$ cat src/rtl/ntt_sdf_bf.sv
// rtl/ntt_sdf_bf.sv - radix-2 single-path delay-feedback NTT butterfly stage
//
// Pairs sample j with sample j+DELAY of each 2*DELAY-sample frame. Sums stream
// straight out. Twiddled differences go through an external delay-line fifo
// (fb_out -> fb_in, latency DELAY-1). They are emitted during the next frame's
// first half, or during a DELAY-cycle flush when no next frame follows.
//
// Ports:
//   clk, rst         clock, synchronous active-high reset
//   in_valid/in_data input coefficient stream (contiguous within a frame)
//   tw / tw_idx      twiddle lookup: tw_idx = cnt in phase 1 else 0, tw same cycle
//   fb_out / fb_in   registered write into delay-line fifo / fifo read data
//   out_valid/data   registered output coefficient stream
//   busy             stage is not idle
//   err              sticky protocol error, cleared only by rst
// Assumes DELAY >= 2.
module ntt_sdf_bf #(
  parameter int WIDTH = 12,
  parameter int Q     = 3329,
  parameter int DELAY = 128
) (
  input  logic                     clk,
  input  logic                     rst,
  input  logic                     in_valid,
  input  logic [WIDTH-1:0]         in_data,
  input  logic [WIDTH-1:0]         tw,
  output logic [$clog2(DELAY)-1:0] tw_idx,
  output logic [WIDTH-1:0]         fb_out,
  input  logic [WIDTH-1:0]         fb_in,
  output logic                     out_valid,
  output logic [WIDTH-1:0]         out_data,
  output logic                     busy,
  output logic                     err
);

  localparam int CW = $clog2(DELAY);
  localparam logic [CW-1:0] CNT_MAX = CW'(DELAY - 1);
  localparam logic [2*WIDTH-1:0] QX = (2*WIDTH)'(Q);

  typedef enum logic [1:0] {IDLE, RUN, FLUSH} state_t;

  state_t        state, state_next;
  logic [CW-1:0] cnt;
  logic          phase;
  logic          pending;

  logic          last_cnt;
  logic          frame_gap;
  logic          mid_drop;
  logic [CW-1:0] cnt_inc;

  logic [2*WIDTH-1:0] a_ext, b_ext, w_ext;
  logic [2*WIDTH-1:0] sum_raw, diff_val, prod_raw;
  logic [WIDTH-1:0]   sum_val, prod_val;

  assign busy   = (state != IDLE);
  assign tw_idx = phase ? cnt : '0;

  // Butterfly arithmetic: a from the delay line, b from the input.
  always_comb begin
    a_ext    = {{WIDTH{1'b0}}, fb_in};
    b_ext    = {{WIDTH{1'b0}}, in_data};
    w_ext    = {{WIDTH{1'b0}}, tw};
    sum_raw  = a_ext + b_ext;
    sum_val  = WIDTH'((sum_raw >= QX) ? (sum_raw - QX) : sum_raw);
    // a-b with Q folded in when b > a, so the result never goes negative.
    diff_val = (a_ext < b_ext) ? (a_ext + QX - b_ext) : (a_ext - b_ext);
    prod_raw = diff_val * w_ext;
    prod_val = WIDTH'(prod_raw % QX);
  end

  always_comb begin
    last_cnt = (cnt == CNT_MAX);
    cnt_inc  = last_cnt ? '0 : cnt + CW'(1);
    // RUN only revisits phase0/cnt0 at a frame boundary; a gap there starts a flush.
    frame_gap = (state == RUN) && !in_valid && !phase && (cnt == '0);
    mid_drop  = (state == RUN) && !in_valid && !frame_gap;
  end

  always_comb begin
    state_next = state;
    case (state)
      IDLE:    if (in_valid) state_next = RUN;
      RUN: begin
        if (frame_gap)     state_next = FLUSH;
        else if (mid_drop) state_next = IDLE;
      end
      FLUSH:   if (last_cnt) state_next = IDLE;
      default: state_next = IDLE;
    endcase
  end

  always_ff @(posedge clk) begin
    if (rst) state <= IDLE;
    else     state <= state_next;
  end

  always_ff @(posedge clk) begin
    if (rst) begin
      cnt       <= '0;
      phase     <= 1'b0;
      pending   <= 1'b0;
      fb_out    <= '0;
      out_data  <= '0;
      out_valid <= 1'b0;
      err       <= 1'b0;
    end else begin
      case (state)
        IDLE: begin
          out_valid <= 1'b0;
          if (in_valid) begin
            // This cycle is already sample 0 of the frame.
            fb_out <= in_data;
            cnt    <= CW'(1);
            phase  <= 1'b0;
          end
        end
        RUN: begin
          if (in_valid) begin
            if (!phase) begin
              fb_out    <= in_data;
              out_valid <= pending;
              if (pending) out_data <= fb_in;
            end else begin
              out_data  <= sum_val;
              out_valid <= 1'b1;
              fb_out    <= prod_val;
            end
            cnt <= cnt_inc;
            if (last_cnt) begin
              phase <= ~phase;
              if (phase) pending <= 1'b1;
            end
          end else if (frame_gap) begin
            // Flush slot 0.
            fb_out    <= '0;
            out_data  <= fb_in;
            out_valid <= pending;
            cnt       <= CW'(1);
          end else begin
            err       <= 1'b1;
            pending   <= 1'b0;
            out_valid <= 1'b0;
            cnt       <= '0;
            phase     <= 1'b0;
          end
        end
        FLUSH: begin
          fb_out    <= '0;
          out_data  <= fb_in;
          out_valid <= pending;
          if (in_valid) err <= 1'b1;
          cnt <= cnt_inc;
          if (last_cnt) pending <= 1'b0;
        end
        default: begin
          out_valid <= 1'b0;
          cnt       <= '0;
          phase     <= 1'b0;
          pending   <= 1'b0;
        end
      endcase
    end
  end

endmodule

$ cat config.mk
export PLATFORM = sky130hd
export DESIGN_NAME = ntt_sdf_bf
export DESIGN_NICKNAME = d
export VERILOG_FILES = /design/src/rtl/ntt_sdf_bf.sv
export SDC_FILE = /design/constraint.sdc
export NUM_CORES = 1
export LEC_CHECK = 0
export CAP_MARGIN = 20
export CORE_MARGIN = 4
export CORE_UTILIZATION = 54
export DETAILED_ROUTE_END_ITERATION = 16
export MAX_ROUTING_LAYER = met4
export PLACE_DENSITY = 0.71
export SLEW_MARGIN = 30
export SYNTH_ARGS = -nofsm -noshare
export SYNTH_HDL_FRONTEND = slang
export SYNTH_SLANG_ARGS = --single-unit
$ cat constraint.sdc
create_clock -name clk -period 23.9 [get_ports clk]
set_input_delay 2.39 -clock clk [delete_from_list [all_inputs] [get_ports clk]]
set_output_delay 2.39 -clock clk [all_outputs]
set_load 0.1 [all_outputs]
==> Word-level counts from Yosys, hierarchy flattened <==
Cells that the tools add are included.
{ "op_classes": {"multipliers": 1, "magnitude_cmp": 2, "n_eq_ne": 13, "n_addsub": 6, "mux": 40, "div_mod_pow": 1, "n_reduce_logical": 18, "n_bitwise": 3} }
{ "op_table": {"columns": ["cell", "n"], "rows": [
  ["two-way mux 12 bit", 9],
  ["case mux 12 bit (3 select lines)", 1],
  ["two-way mux 7 bit", 4],
  ["modulo 24 x 12 -> 24 bit (second input constant)", 1],
  ["multiplier 24 x 12 -> 24 bit", 1],
  ["two-way mux 24 bit", 1],
  ["case mux 12 bit (2 select lines)", 1],
  ["case mux 7 bit (3 select lines)", 1],
  ["two-way mux 1 bit", 14],
  ["subtractor 13 x 12 -> 14 bit", 1],
  ["adder 12 x 12 -> 13 bit", 1],
  ["adder 12 x 12 -> 13 bit (second input constant)", 1],
  [">= comparator 13 x 12 -> 1 bit (second input constant)", 1],
  ["subtractor 12 x 12 -> 13 bit", 1],
  ["< comparator 12 bit", 1],
  ["inequality test 3 bit (second input constant)", 4],
  ["AND reduction 3 bit", 4],
  ["subtractor 12 bit (second input constant)", 1],
  ["inequality test 2 bit (second input constant)", 5],
  ["two-way mux 2 bit", 4],
  ["AND reduction 4 bit", 2],
  ["adder 7 x 1 -> 7 bit (second input constant)", 1],
  ["equality test 7 bit (second input constant)", 1],
  ["logical NOT 7 bit", 1],
  ["other kinds (12)", 22]
]} }
{ "word_totals": {"regBits": 37, "wordCells": 92} }

==> Depth between registers and ports, before layout <==
{ "depth": {"depth_word": 9, "depth_mapped": 89, "ltp_nobuf": 77} }

==> Least setup slack after synthesis <==
No wires, ideal clock.
{ "synth_timing": {"path_kind": "in2reg", "start": "in in_data[1]", "end": "reg fb_out[4]", "t_arrival_ns": 21.672, "t_required_ns": 23.763, "path_slack_ns": 2.091, "path_stages": 76, "path_cell_list": "inv_1 -> ha_1 -> inv_1 -> ha_1 -> fa_1 -> nor2b_1 -> o311a_1 -> o22a_1 -> a41o_1 -> o41ai_1 -> nand2_1 -> fa_1 -> inv_1 -> fa_1 -> fa_1 -> fa_1 -> inv_1 -> fa_1 -> (+40 left out) -> and2_1 -> buf_2 -> ha_1 -> and4b_1 -> a41o_1 -> and2_1 -> buf_2 -> nand2_1 -> nand2_1 -> o21ai_0 -> ha_1 -> o21ai_0 -> nor4_2 -> o21a_1 -> buf_2 -> or4_1 -> xnor2_1 -> a31oi_1"} }
{ "synth_via": {"elab_chain_cells": 7, "word_cells_on_any_way": 9, "cone_classes": "add/sub: 2; mul: 1; div: 1; order compare: 1; mux: 4"} }
{ "synth_lines": {"columns": ["element", "line", "text"], "rows": [
  ["from (decl)", "25", "input logic [WIDTH-1:0] in_data,"],
  ["subtractor 13 x 12 -> 14 bit, or another cell as far along", "67", "diff_val = (a_ext < b_ext) ? (a_ext + QX - b_ext) : (a_ext - b_ext);"],
  ["two-way mux 24 bit (*)", "67", null],
  ["multiplier 24 x 12 -> 24 bit (*)", "68", "prod_raw = diff_val * w_ext;"],
  ["modulo 24 x 12 -> 24 bit (*)", "69", "prod_val = WIDTH'(prod_raw % QX);"],
  ["two-way mux 12 bit (*)", "120", "if (!phase) begin"],
  ["two-way mux 12 bit (*)", "119", "if (in_valid) begin"],
  ["case mux 12 bit (3 select lines) (*)", "108", "case (state)"],
  ["to (signal assigned)", "113", "fb_out <= in_data;"],
  ["to (signal assigned)", "121", "fb_out <= in_data;"],
  ["to (signal assigned)", "127", "fb_out <= prod_val;"],
  ["to (decl)", "28", "output logic [WIDTH-1:0] fb_out,"]
]} }
Mark *: on every way between the ends. The rest lies on a longest branch, timed or not.
A chain may end at the register's enable or synchronous reset.

==> Worst setup path after layout <==
{ "layout_timing": {"start": "in fb_in[1]", "end": "reg fb_out[4]"} }
{ "layout_via": {"elab_chain_cells": 8, "word_cells_on_any_way": 10, "cone_classes": "add/sub: 3; mul: 1; div: 1; order compare: 1; mux: 4"} }
{ "layout_lines": {"columns": ["element", "line", "text"], "rows": [
  ["from (decl)", "29", "input logic [WIDTH-1:0] fb_in,"],
  ["adder 12 x 12 -> 13 bit", "67", null],
  ["subtractor 13 x 12 -> 14 bit", "67", null],
  ["two-way mux 24 bit (*)", "67", null],
  ["multiplier 24 x 12 -> 24 bit (*)", "68", null],
  ["modulo 24 x 12 -> 24 bit (*)", "69", null],
  ["two-way mux 12 bit (*)", "120", null],
  ["two-way mux 12 bit (*)", "119", null],
  ["case mux 12 bit (3 select lines) (*)", "108", null]
]} }
Marked as above.

==> impl_metrics.json <==
{
  "synth_edf_count": 0,
  "r2r_end": "fb_out[7]",
  "dieArea_sq_um": 32600,
  "setup_viol": 0,
  "yosys.cell_types.count": 120,
  "start_util_pct": 55.4,
  "fin_crit_sh_pct": 96.2,
  "timing.final.crit_period_ns": 22.98,
  "min_from": "fb_out[11]",
  "ff_latch_area_sq_um": 741,
  "num-fill-cells": 2692,
  "hold_buffers": 0,
  "worst_pin_slew_ns": 1.12,
  "cts_tree": "yes",
  "crit_fanout": 10,
  "io_buffers": 72,
  "layout_commonest_cell": "inv_1",
  "via_per_inst": 6.18,
  "worstSetupStartpointType": "input port",
  "synth_seq_cells": 37,
  "worstPathArrival_ns": 23.11,
  "synth_cells": 2142,
  "finalClockSkew_ns": 0.00433,
  "slew_viol_final": 0,
  "syn-mean-instance-area_sq_um": 7.52,
  "htree_num_levels": 2,
  "cp_slowest_cell": "fa_1",
  "yosysTopAreaCell": "fa_1",
  "grt.total_usage_pct": 27.5,
  "dr.pass1.iters": 6,
  "wl_per_cell_microns": 17.5,
  "yosys-top-cells-area": "fa_1 (20%), ha_1 (7.2%), inv_1 (5.6%)",
  "yosys_warnings": 0,
  "critPathCaptureType": "register",
  "clk_latency_ns": 0.28,
  "hold_viol_final": 0,
  "synthesis.nets": 2431,
  "vias": 16100,
  "routed_wl_microns": 45700,
  "drive_gt1_share_pct": 9.67,
  "critPathRequiredTime_ns": 24.03,
  "reg2reg_depth": 13,
  "critPathMaxStageDelay_ns": 0.59,
  "cts-root-buf": "clkbuf_16",
  "async_flop_share_pct": 0,
  "core_area_sq_um": 29100,
  "place_congestion": 0.958,
  "drt.antenna.violating_nets": 0,
  "cts_buffer_depth": 2,
  "drtIter0Drc": 1167,
  "mostFrequentLayoutCells": "inv_1 (242), nand2_1 (215), nor2_1 (163), fa_1 (157), a21oi_1 (129)",
  "hold_path.class": "register to register",
  "numCtsBuffers": 5,
  "grt_max_degree": 36,
  "path_buf_inv": 8,
  "utilization_pct": 61.9,
  "fin_nets": 2511,
  "syn_to_final_growth_pct": 11.9,
  "netlist_area_sq_um": 16100,
  "grt_pass1_wl_microns": 76100,
  "rows": 62,
  "drc": 0,
  "clk_pin_slew_ns": 0.06,
  "antenna_found_initial": 1,
  "multiInputGateArea_sq_um": 14400,
  "tns_ns": 0,
  "status": "finished clean",
  "hold_path_end": "fb_out[11]",
  "slew-limit-headroom_pct": 24.7,
  "crit_family": "compound AO/OA/AOI/OAI gates",
  "ys_seq_area_share_pct": 4.60,
  "crit_top_cell": "fa_1",
  "ios": 73,
  "r2r_start": "state[1]",
  "whs_path_depth": 2,
  "yosysTopAreaCellShare_pct": 19.5,
  "timing.fmax_mhz": 43.5,
  "fp.dieH_microns": 181,
  "dp_hpwl_microns": 37200,
  "die_width_microns": 181,
  "overflow": 0,
  "grt_pass1_vias": 15400,
  "cap_violations": 0,
  "cts_sinks": 37,
  "rrSetupSlack_ns": 20.97,
  "finalHoldWorstSlack_ns": 0.492,
  "synth_top_flop_cell": "dfxtp_1",
  "worstSetupPathType": "input port to register"
}
[worst min-delay path, cell delays in order (launching register included)]
cell and delay (ns):
dfxtp_1 0.31, nor2_1 0.09, nor3_1 0.05
[per-layer routing]
metal	GRT usage (%)	part of all wire [%]	routed length (microns)	vias to the layer above
met5	-	0	0	-
met4	5.90	2.2	1020	0
met3	3.07	5.6	2570	87
met2	45.5	48	21900	550
met1	36.6	44	20200	7798
li1	-	-	-	7689
[sequential cells by signal, summed over array words and instances, names as in the netlist]
register   count
out_valid      1
state          2
err            1
fb_out        12
cnt            7
pending        1
phase          1
out_data      12
[worst max path at each step]
stage / startpoint / endpoint / slack, ns / cells past startpoint
after floorplan: in_data[1] / fb_out[4] / 2.09 / 76
after global placement: in_data[1] / fb_out[1] / 0.75 / 75
after detailed placement: in_data[1] / fb_out[4] / 0.29 / 75
after CTS: in_data[1] / fb_out[4] / 0.51 / 75
after global routing: fb_in[1] / fb_out[4] / -0.10 / 75
final: fb_in[1] / fb_out[4] / 0.92 / 75
[through the flow]
stage | cells | setup slack, ns | instance area, sq um
6_report | 2608 | 0.920 | 18000
5_1_grt | 2608 | -0.103 | 18000
4_1_cts | 2587 | 0.510 | 17500
3_5_place_dp | 2579 | 0.285 | 17400
3_3_place_gp | 2579 | 0.754 | 17400
2_1_floorplan | 2142 | 2.09 | 16100
[logic make-up (layout without fill, tap and decap cells)]
logic type	count (synthesis)	after routing	synth area share, %
and+or+nand+nor	785	785	25.1
muxes	18	18	1.20
other	0	1	0
AOI/OAI and AO/OA	590	590	26.5
buffers and inverters	323	404	7.81
adders and majority gates	252	252	26.9
DFF	37	37	4.60
xor gates and xnor gates	137	137	7.92
[synth_stat cells (all sizes together) (14+ instances only)]
| cell type | instances |
|---|---|
| nor4 | 20 |
| and2 | 104 |
| a211oi | 33 |
| a211o | 15 |
| buf | 19 |
| inv | 245 |
| dfxtp | 37 |
| a21oi | 138 |
| nand2b | 31 |
| nand3 | 52 |
| o21a | 24 |
| or2 | 14 |
| nand2 | 217 |
| o211ai | 33 |
| xnor2 | 93 |
| nand4 | 26 |
| and3 | 31 |
| nor3 | 53 |
| a31oi | 22 |
| a21o | 30 |
| fa | 157 |
| xor2 | 43 |
| nor2 | 166 |
| clkbuf | 59 |
| a21boi | 14 |
| o31ai | 16 |
| ha | 93 |
| o21ai | 118 |
[final cells by class]
type                    count  share of cell area [%]
multi-input cells        1782                    80.1
repair buffers            151                    7.26
inverters                 245                    5.10
flip-flops and latches     37                    4.11
well taps                 384                    2.67
clock buffers               6                   0.715
clock inverters             2                  0.0555
diodes                      1                  0.0139
[what timing repair did]
item                                    in CTS  in global routing
resized for setup                            0                 57
setup buffers                                0                 19
endpoints found under the setup margin       0                 12
Power is left out: the tool's default activity adds up to more than one toggle a clock period on the data nets, which glitch-free logic cannot reach.
